**config.mk**
```make
export PLATFORM = sky130hd
export DESIGN_NAME = next_pc
export DESIGN_NICKNAME = d
export VERILOG_FILES = /design/src/rtl/next_pc.sv
export SDC_FILE = /design/constraint.sdc
export NUM_CORES = 1
export LEC_CHECK = 0
export ABC_AREA = 1
export CAP_MARGIN = 20
export CORE_MARGIN = 4
export CORE_UTILIZATION = 25
export DETAILED_ROUTE_END_ITERATION = 6
export PLACE_DENSITY = 0.45
export SYNTH_ARGS = -nofsm -noshare
export SYNTH_HDL_FRONTEND = slang
export SYNTH_SLANG_ARGS = --single-unit
```
**constraint.sdc**
```tcl
create_clock -name clk -period 8.45 [get_ports clk]
set_clock_uncertainty 0.1 [all_clocks]
set_input_delay 0.845 -clock clk [delete_from_list [all_inputs] [get_ports clk]]
set_output_delay 0.845 -clock clk [all_outputs]
set_load 0.1 [all_outputs]
```
**src/rtl/next_pc.sv**
```systemverilog
// next_pc: program-counter sequencer with an optional return-address stack.
//
// Computes the next word-addressed pc from the jump operation of the
// instruction at the current pc.
// The new pc takes effect at the same rising edge that samples the inputs,
// so there is one cycle of latency and no bubbles.
//
// Parameters
//   PC_WIDTH   program counter width, 16..32
//   RESET_PC   pc loaded on reset
//   RAS_DEPTH  return-address-stack entries, 2..16
//
// Build option
//   NEXT_PC_RAS_EN  when defined, JAL pushes pc+1 and RET pops the return
//                   address stack. When undefined there is no stack storage:
//                   JAL behaves as J, RET behaves as JR, ras_empty is tied 1
//                   and ras_full is tied 0.
//
// Ports
//   clk        clock; all state changes on the rising edge
//   rst        synchronous active-high reset; overrides stall and jump_op
//   stall      holds pc and the stack, and forces redirect to 0
//   jump_op    000 SEQ, 001 J, 010 BEQ, 011 BNE, 100 JAL, 101 JR, 110 RET,
//              111 reserved (treated as SEQ)
//   cmp_eq     operand-equality flag used by BEQ/BNE
//   imm26      absolute word target field for J/JAL
//   imm16      signed word branch offset for BEQ/BNE
//   jr_target  register-supplied target for JR (and RET on an empty stack)
//   pc         registered current pc
//   redirect   registered; 1 for one cycle after a non-sequential update
//   ras_empty  stack holds zero entries
//   ras_full   stack holds RAS_DEPTH entries
module next_pc #(
    parameter int                  PC_WIDTH  = 32,
    parameter logic [PC_WIDTH-1:0] RESET_PC  = '0,
    parameter int                  RAS_DEPTH = 4
) (
    input  logic                clk,
    input  logic                rst,
    input  logic                stall,
    input  logic [2:0]          jump_op,
    input  logic                cmp_eq,
    input  logic [25:0]         imm26,
    input  logic [15:0]         imm16,
    input  logic [PC_WIDTH-1:0] jr_target,
    output logic [PC_WIDTH-1:0] pc,
    output logic                redirect,
    output logic                ras_empty,
    output logic                ras_full
);

    localparam logic [2:0] OP_SEQ = 3'b000;
    localparam logic [2:0] OP_J   = 3'b001;
    localparam logic [2:0] OP_BEQ = 3'b010;
    localparam logic [2:0] OP_BNE = 3'b011;
    localparam logic [2:0] OP_JAL = 3'b100;
    localparam logic [2:0] OP_JR  = 3'b101;
    localparam logic [2:0] OP_RET = 3'b110;

    logic [PC_WIDTH-1:0] seq;
    logic [PC_WIDTH-1:0] br_target;
    logic [PC_WIDTH-1:0] j_target;
    logic [PC_WIDTH-1:0] target;
    logic                taken;
    logic                push;
    logic                pop;

    assign seq       = pc + PC_WIDTH'(1);
    // Size cast of a signed operand sign-extends the offset to PC_WIDTH.
    assign br_target = seq + PC_WIDTH'($signed(imm16));

    // J/JAL keep the upper pc bits of seq when the pc is wider than the field.
    generate
        if (PC_WIDTH > 26) begin : g_j_wide
            assign j_target = {seq[PC_WIDTH-1:26], imm26};
        end else begin : g_j_narrow
            logic unused_imm_hi;
            assign j_target      = imm26[PC_WIDTH-1:0];
            assign unused_imm_hi = ^imm26;
        end
    endgenerate

`ifdef NEXT_PC_RAS_EN
    localparam int PTR_W = $clog2(RAS_DEPTH);
    localparam int CNT_W = $clog2(RAS_DEPTH + 1);

    logic [PC_WIDTH-1:0] stack_mem [RAS_DEPTH];
    // wr_ptr is the next free slot; the top entry sits just below it.
    logic [PTR_W-1:0]    wr_ptr;
    logic [PTR_W-1:0]    top_ptr;
    logic [PTR_W-1:0]    ptr_inc;
    logic [CNT_W-1:0]    count;
    logic [PC_WIDTH-1:0] top_entry;

    assign top_ptr   = (wr_ptr == '0) ? PTR_W'(RAS_DEPTH - 1) : wr_ptr - PTR_W'(1);
    assign ptr_inc   = (wr_ptr == PTR_W'(RAS_DEPTH - 1)) ? '0 : wr_ptr + PTR_W'(1);
    assign top_entry = stack_mem[top_ptr];
    assign ras_empty = (count == '0);
    assign ras_full  = (count == CNT_W'(RAS_DEPTH));
`else
    assign ras_empty = 1'b1;
    assign ras_full  = 1'b0;
`endif

    // Target selection. taken marks any redirecting path, even one whose
    // target happens to equal seq.
    always_comb begin
        target = seq;
        taken  = 1'b0;
        push   = 1'b0;
        pop    = 1'b0;
        case (jump_op)
            OP_SEQ: begin
                target = seq;
            end
            OP_J: begin
                target = j_target;
                taken  = 1'b1;
            end
            OP_BEQ: begin
                if (cmp_eq) begin
                    target = br_target;
                    taken  = 1'b1;
                end
            end
            OP_BNE: begin
                if (!cmp_eq) begin
                    target = br_target;
                    taken  = 1'b1;
                end
            end
            OP_JAL: begin
                target = j_target;
                taken  = 1'b1;
`ifdef NEXT_PC_RAS_EN
                push   = 1'b1;
`endif
            end
            OP_JR: begin
                target = jr_target;
                taken  = 1'b1;
            end
            OP_RET: begin
                target = jr_target;
                taken  = 1'b1;
`ifdef NEXT_PC_RAS_EN
                if (!ras_empty) begin
                    target = top_entry;
                    pop    = 1'b1;
                end
`endif
            end
            default: begin
                target = seq;
            end
        endcase
    end

    always_ff @(posedge clk) begin
        if (rst) begin
            pc       <= RESET_PC;
            redirect <= 1'b0;
        end else if (stall) begin
            redirect <= 1'b0;
        end else begin
            pc       <= target;
            redirect <= taken;
        end
    end

`ifdef NEXT_PC_RAS_EN
    // Circular stack: a push when full overwrites the oldest entry and the
    // count saturates at RAS_DEPTH.
    always_ff @(posedge clk) begin
        if (rst) begin
            wr_ptr <= '0;
            count  <= '0;
        end else if (!stall) begin
            if (push) begin
                wr_ptr <= ptr_inc;
                if (!ras_full) begin
                    count <= count + CNT_W'(1);
                end
            end else if (pop) begin
                wr_ptr <= top_ptr;
                count  <= count - CNT_W'(1);
            end
        end
    end

    always_ff @(posedge clk) begin
        if (!rst && !stall && push) begin
            stack_mem[wr_ptr] <= seq;
        end
    end
`else
    logic unused_stack;
    assign unused_stack = push | pop;
`endif

endmodule

```
### Word-level counts from Yosys, hierarchy flattened

Cells that the tools add are included.

| cells by class | value |
|---|---|
| reduce and logical (&&, ||, !) cells | 4 |
| mux-type cells | 6 |
| add/subtract/negate cells | 2 |
| equality and inequality tests | 6 |

Operators by type and width:

| operator | number |
|---|---|
| 32-bit one-hot mux with 4 select lines | 1 |
| 32-bit 2-to-1 mux | 2 |
| 32-bit by 1-bit adder with 32-bit output (second input constant) | 1 |
| 32-bit adder | 1 |
| 3-bit == test (second input constant) | 3 |
| 3-bit by 2-bit == test with 1-bit output (second input constant) | 2 |
| 2-bit OR reduction | 3 |
| 4-bit OR reduction | 1 |
| 3-bit by 1-bit == test with 1-bit output (second input constant) | 1 |
| 1-bit one-hot mux with 3 select lines | 1 |
| 1-bit 2-to-1 mux | 2 |

| storage, ports and cells | value |
|---|---|
| register bits | 33 |
| word-level logic and storage cells | 20 |

### Logic depth before layout (Yosys ltp)

Gate-level depths: netlist (run 1).

| depth | value |
|---|---|
| depth after elaboration | 4 |
| depth in mapped cells | 25 |

### Least setup slack after synthesis (run 1)

Ideal clock, no wire load.

| timing path | value |
|---|---|
| path type | flip-flop to flip-flop |
| start point | reg pc[1] |
| end point | reg pc[13] |
| path buffers | 0 |
| cell stages (with the launch flop) | 21 |
| required time | 8.241 ns |
| arrival | 3.482 ns |
| path slack | 4.759 ns |
| cell sequence | dfxtp_1 -> ha_1 -> nand2_1 -> nor2_2 -> nand2_2 -> inv_2 -> nand2_4 -> nor2_2 -> inv_1 -> xor2_1 -> ha_1 -> nand2_1 -> inv_1 -> a21oi_1 -> and2_1 -> nand2_1 -> or2_2 -> nand3_1 -> nand4_1 -> nand2_1 -> inv_1 |

| between the ends | value |
|---|---|
| word-level cells in the longest chain between the ends | 4 |
| elaborated cells between the ends (all ways) | 5 |
| classes of those cells | add/sub (2); mux (3) |

RTL lines:

| element | line | RTL |
|---|---|---|
| start, declared | 46 | `output logic [PC_WIDTH-1:0] pc,` |
| start signal, assigned | 166 | `pc <= target;` |
| 32-bit by 1-bit adder with 32-bit output (*) | 68 | `assign seq = pc + PC_WIDTH'(1);` |
| 32-bit adder | 70 | `assign br_target = seq + PC_WIDTH'($signed(imm16));` |
| 32-bit 2-to-1 mux (on tied branches) | 127, 121 |  |
| 32-bit one-hot mux with 4 select lines (*) | 112 | `case (jump_op)` |

Every way passes the cells marked *; elsewhere a longest branch is shown, timed or not.
A chain may end at the register's enable or synchronous reset.

### Worst setup path in the final report (run 1)

| timing path | value |
|---|---|
| start point | in imm16[15] |
| end point | reg pc[26] |

| between the ends | value |
|---|---|
| word-level cells in the longest chain between the ends | 3 |
| elaborated cells between the ends (all ways) | 4 |
| classes of those cells | add/sub (1); mux (3) |

RTL lines:

| element | line | RTL |
|---|---|---|
| start, declared | 44 | `input logic [15:0] imm16,` |
| 32-bit adder (*) | 70 |  |
| 32-bit 2-to-1 mux (on tied branches) | 127, 121 |  |
| 32-bit one-hot mux with 4 select lines (*) | 112 |  |

Marked as above.

==> flow_metrics.tcl, run 1 <==
set metrics [dict create \
    status "complete, no violations" \
    slew_viol_final 0 \
    fin_crit_sh_pct 43.7 \
    cts.sinks 33 \
    finalPower_uw 850 \
    postCtsSetupRepairBufs 0 \
    postSynthAreaPerCell_sq_um 5.28 \
    cts_hold_buffers 0 \
    ys_seq_area_share_pct 12.1 \
    routed_via_density 4.61 \
    grt_pass1_wl_um 36200 \
    crit_path_max_incr_delay_ns 0.96 \
    num_io_pins 116 \
    die_w_um 156 \
    htree_levels 2 \
    synth_area_sq_mm 0.00548 \
    cpLargestDelayFamily "simple AND/OR/NAND/NOR gates" \
    antenna_found_initial 0 \
    antenna_cells 0 \
    cp-start-kind "primary input" \
    cp-end-kind "flop" \
    detail_route.wirelength_um 23600 \
    routedWlPerCell_um 16.7 \
    drc 0 \
    ys_types 39 \
    nFillCells 2441 \
    synth_top_family_by_area "simple AND/OR/NAND/NOR gates" \
    areaGrowthSynthToFinish_pct 28.9 \
    crit_chain "clkdlybuf4s50_1 -> ha_1 -> nand2_1 -> nor2_1 -> nand2_1 -> nor3_1 -> nand2_1 -> nand3_1 -> nand2_1 -> nand3_1 -> nand3_1 -> nand2_1 -> inv_1" \
    layout.nets 1261 \
    finalHoldViolations 0 \
    numCtsBuffers 5 \
    clkTransAtPathRegs_ns 0.05 \
    top_usage_layer "met2" \
    syn_nets 1157 \
    crit_top_cell "nand2_1" \
    mostFrequentLayoutCells "367 x nand2_1, 203 x inv_1, 113 x clkdlybuf4s50_1" \
    die_height_um 156 \
    fin_area_sq_mm 0.00706 \
    grtUsageMet1_pct 26.7 \
    relSlewSlack_pct 30.7 \
    p_leak_uw 0.00370 \
    required_ns 8.54 \
    dp_slack_ns 4.47 \
    ys_ff_latch 33 \
    min_period_ns 3.69 \
    instances_no_fill 1416 \
    rsz0062_at_grt "no" \
    gr-total-overflow 0 \
    yosysWarnings 0 \
    io_buffers 113 \
    routed-via-count 6532 \
    synthMuxAreaShare_pct 0 \
    post_cts_resized 0 \
    synth_xor_area_share_pct 3.98 \
    cpMaxStageDelayCell "clkdlybuf4s50_1" \
    final_layout_size_suffix_gt1_share_pct 4.03 \
    track_usage_pct 19.2 \
    synthAdderAreaFrac_pct 9.05 \
    firstDrtPassIters 7 \
    tightest_slew_ns 1.04 \
    place_congestion 0.883 \
    netlist_instances 1037 \
    die_area_sq_mm 0.0243 \
    maxCapViolations 0 \
    cts_buffer_depth 2 \
    grt_max_degree 34 \
    rows 53 \
    cp_num_buf_inv 2 \
    cts_tree "done" \
    use_met2_pct 32.2 \
    worst-setup-path-type "in2reg" \
    powerDensity_mw_per_mm2 120 \
    synthSimpleGateAreaFrac_pct 46.5 \
    synth-compound-area-share_pct 12.3 \
    place.detailed.hpwl_um 19800 \
    start_util_pct 25.7 \
    core_region_area_sq_mm 0.0213 \
    hold_class "reg2reg" \
    post_dp_cell_area_sq_mm 0.00689 \
    path_max_fanout 23 \
    setup_tns_ns 0 \
    setup_viol 0 \
    final_common_cell "nand2_1" \
    clock_latency_ns 0.29 \
    drt_iter0_markers 462 \
    ant_nets 0 \
    clock_tree.root_cell "clkbuf_16" \
    vdd_drop_max_uv 77.7 \
    dp.cells 1408 \
    grt_pass1_vias 6361 \
    timing.final.ws_setup_ns 4.76 \
    worstPathArrival_ns 3.77 \
    grt_use_met3_pct 1.69 \
    fmax_mhz 271 \
]
[path summary, 6_finish.rpt]
path,startpoint,endpoint,slack (ns),cells after the start
worst max-delay path,imm16[15],pc[26],4.76,13
worst min-delay path,pc[31],pc[31],0.43,2
worst max register to register,pc[0],pc[15],4.90,17
worst min register to register,pc[31],pc[31],0.43,2
[power by group]
| group | leakage, uW | total [uW] | switching (uW) | internal [uW] |
|---|---|---|---|---|
| clock | 0.0000700 | 189 | 73.1 | 116 |
| combinational | 0.00335 | 471 | 318 | 153 |
| sequential | 0.000274 | 190 | 20.9 | 169 |
[worst min-delay path, cell delays in order (launching register included)]
cell,delay [ns]
dfxtp_1,0.35
nand3_1,0.10
nand2_1,0.05
[sequential cells by signal, summed over array words and instances (netlist names)]
| signal | count |
|---|---|
| redirect | 1 |
| pc | 32 |
[synth_stat cells]
cell type | instances | area share [%]
nand3b_1 | 8 | 1.1
and2_1 | 3 | 0.34
ha_1 | 38 | 8.7
conb_1 | 2 | 0.14
a41oi_1 | 3 | 0.48
a21oi_1 | 58 | 5.3
inv_1 | 203 | 14
nand3_1 | 77 | 7.0
a21o_1 | 4 | 0.55
o21ai_1 | 3 | 0.27
clkinv_1 | 1 | 0.068
buf_4 | 2 | 0.27
nand4_1 | 17 | 1.9
fa_1 | 1 | 0.37
o2111ai_1 | 2 | 0.32
nand3_2 | 2 | 0.37
or2_0 | 1 | 0.11
nand2_1 | 367 | 25
a221oi_1 | 2 | 0.32
nor3_1 | 15 | 1.4
o21ai_2 | 1 | 0.16
o21ai_0 | 14 | 1.3
xor2_2 | 1 | 0.30
nor2_2 | 9 | 1.0
a22o_1 | 15 | 2.4
nor2_4 | 2 | 0.41
xnor2_1 | 7 | 1.1
nor2_1 | 83 | 5.7
clkbuf_1 | 13 | 0.89
o21bai_1 | 5 | 0.69
inv_2 | 4 | 0.27
dfxtp_1 | 33 | 12
buf_2 | 6 | 0.55
xor2_1 | 16 | 2.6
or2_2 | 6 | 0.69
nand2_2 | 6 | 0.69
o211ai_1 | 4 | 0.55
nand2_4 | 1 | 0.21
nor3_2 | 2 | 0.37
[kinds of logic (layout without fill, tap and decap cells)]
group / after synthesis / after routing
AND/OR/NAND/NOR: 599 / 599
buffers and inverters: 229 / 333
AO/OA/AOI/OAI: 111 / 111
adder cells (fa/ha/maj): 39 / 39
flip-flops: 33 / 33
XOR/XNOR: 24 / 24
other: 2 / 2
[through the flow]
step	hold WS, ns	utilization (%)
after global placement	0.436	32.4
after detailed placement	0.425	32.4
after CTS	0.437	33.0
after global routing	0.473	33.2
final	0.433	33.2
after floorplan	0.860	-
[layer usage]
layer / vias to the layer above / share of wire [%]
met5: - / 0
met4: 0 / 1.9
met3: 26 / 3.3
met2: 135 / 46
met1: 2949 / 49
li1: 3422 / -
[cell type report]
type                       instances  area [sq um]  share of cell area [%]
clock buffer                       7           143                    2.02
sequential                        33           661                    9.36
timing repair buffer             118          1190                    16.8
tap                              275           344                    4.87
multi-input combinational        775          3950                    55.9
inverter                         208           781                    11.1
(Power assumes the default switching activity.)
==> run 2, diff against run 1 <==
Clock period 8.45 ns to 3.4 ns, I/O delays scaled along.
==> flow_metrics.tcl, run 2 (same netlist as run 1, synthesis figures left out) <==
set metrics [dict create \
    status "complete, but fails checks" \
    violations "DRC" \
    numCtsBuffers 5 \
    routedWlPerCell_um 16.6 \
    die_area_sq_mm 0.0243 \
    io_buffers 113 \
    antenna_found_initial 0 \
    cts_hold_buffers 0 \
    nFillCells 2350 \
    regMostFlops "pc" \
    layout.nets 1312 \
    ant_nets 0 \
    grt_max_degree 33 \
    cp-end-kind "flop" \
    sequentialPowerShare_pct 20.8 \
    grt_pass1_vias 6479 \
    combPwrFrac_pct 58.5 \
    gr-total-overflow 0 \
    clock_latency_ns 0.29 \
    power.internal_uw 1130 \
    dp.cells 1458 \
    vdd_drop_max_uv 169 \
    setup_viol 0 \
    hold_class "reg2reg" \
    final_layout_size_suffix_gt1_share_pct 13.7 \
    cts_buffer_depth 2 \
    path_max_fanout 5 \
    place_congestion 0.897 \
    die_w_um 156 \
    swShare_pct 48.6 \
    drt_iter0_markers 452 \
    maxCapViolations 0 \
    rows 53 \
    min_period_ns 3.16 \
    cp-start-kind "flop" \
    clkTransAtPathRegs_ns 0.06 \
    track_usage_pct 19.5 \
    cts.sinks 33 \
    routed-via-count 6728 \
    finalHoldViolations 0 \
    clock_tree.root_cell "clkbuf_16" \
    slew_viol_final 0 \
    drc 5 \
    tightest_slew_ns 1.13 \
    required_ns 3.49 \
    firstDrtPassIters 7 \
    mostFrequentLayoutCells "356 x nand2_1, 202 x inv_1, 110 x clkdlybuf4s50_1" \
    relSlewSlack_pct 24.9 \
    core_region_area_sq_mm 0.0213 \
    fin_hold_ws_ns 0.425 \
    cts_tree "done" \
    crit_top_cell "nand2_1" \
    powerDensity_mw_per_mm2 288 \
    final_common_cell "nand2_1" \
    place.detailed.hpwl_um 20400 \
    p_leak_uw 0.00397 \
    cpLargestDelayFamily "simple AND/OR/NAND/NOR gates" \
    grt_pass1_wl_um 36500 \
    worstPathArrival_ns 3.25 \
    crit_path_max_incr_delay_ns 0.38 \
    routed_via_density 4.58 \
    largestRegisters "pc x32, redirect x1" \
    detail_route.wirelength_um 24300 \
    antenna_cells 0 \
    finalPower_uw 2210 \
    num_io_pins 116 \
    netSwitchingPower_uw 1070 \
    worst-setup-path-type "reg2reg" \
    cpMaxStageDelayCell "ha_2" \
    crit_chain "ha_2 -> nand2_1 -> nor2_4 -> nand2_2 -> inv_2 -> nand2_4 -> nor2_4 -> nand3_1 -> nand2_1 -> inv_1 -> ha_2 -> nand2_1 -> nor2_1 -> nand2_1 -> o21bai_1 -> nand3_1 -> nand2_1 -> nand3_1 -> nand2_1 -> nand2_1 -> nand2_1" \
    start_util_pct 25.7 \
    instances_no_fill 1468 \
    htree_levels 2 \
    die_height_um 156 \
    cp_num_buf_inv 2 \
    fin_crit_sh_pct 93.1 \
    largest_reg_flops 32 \
    clkPwrFrac_pct 20.8 \
    areaGrowthSynthToFinish_pct 40.1 \
    fmax_mhz 316 \
]
## run 2: cell types whose count changed in the layout (fill, tap and decap cells not counted), sizes merged
cell           delta
clkbuf            -1
clkinv            +2
clkdlybuf4s50     -3
buf              +54
## run 2: cell type report
class	count	area [sq um]	area share [%]
tap	275	344	4.48
sequential	33	672	8.76
timing repair buffer	169	1540	20.1
multi-input combinational	775	4190	54.6
clock inverter	2	10.0	0.130
clock buffer	6	129	1.68
inverter	208	781	10.2
## run 2: worst min-delay path, delay by kind of cell, from the launching register on
kind / cells / cell delay, ns
flops: 1 / 0.36
simple gates: 2 / 0.13
## run 2: metal layers
layer | track usage, % | vias to the layer above | part of all wire (%) | routed length [um]
li1 | - | 3530 | - | -
met1 | 27.2 | 3058 | 48 | 11700
met2 | 32.8 | 124 | 47 | 11500
met3 | 1.78 | 16 | 3.2 | 779
met4 | 4.17 | 0 | 1.3 | 326
met5 | 0 | - | 0 | 0
## run 2: timing repair
| action | in CTS | in global routing |
|---|---|---|
| setup buffers | 0 | 2 |
| endpoints found under the setup margin | 0 | 20 |
| endpoints found under the hold margin | 0 | 0 |
| resized for setup | 0 | 65 |
## run 2: power by group through the flow
stage                     clock (uW)  sequential (uW)  combinational (uW)
final                            458              459                1290
after global routing             481              463                1410
after CTS                        471              456                1250
after detailed placement           0              464                1250
after global placement             0              464                1250
after floorplan                    0              697                 563
## run 2: final timing paths
check                 to  slack [ns]  depth (start not counted)    from
hold / removal    pc[23]        0.42                          2  pc[23]
hold reg to reg   pc[23]        0.42                          2  pc[23]
setup / recovery  pc[25]        0.24                         21   pc[1]
setup reg to reg  pc[25]        0.24                         21   pc[1]
## run 2: metrics by stage
step	setup WS (ns)	util [%]	instance area, sq um	TNS, ns
global route	-0.0226	36.0	7670	-0.0226
CTS	0.0534	34.8	7400	0
floorplan	0.0480	-	5480	0
global placement	0.0790	34.1	7270	0
finish	0.235	36.0	7670	0
detailed placement	0.0686	34.1	7270	0
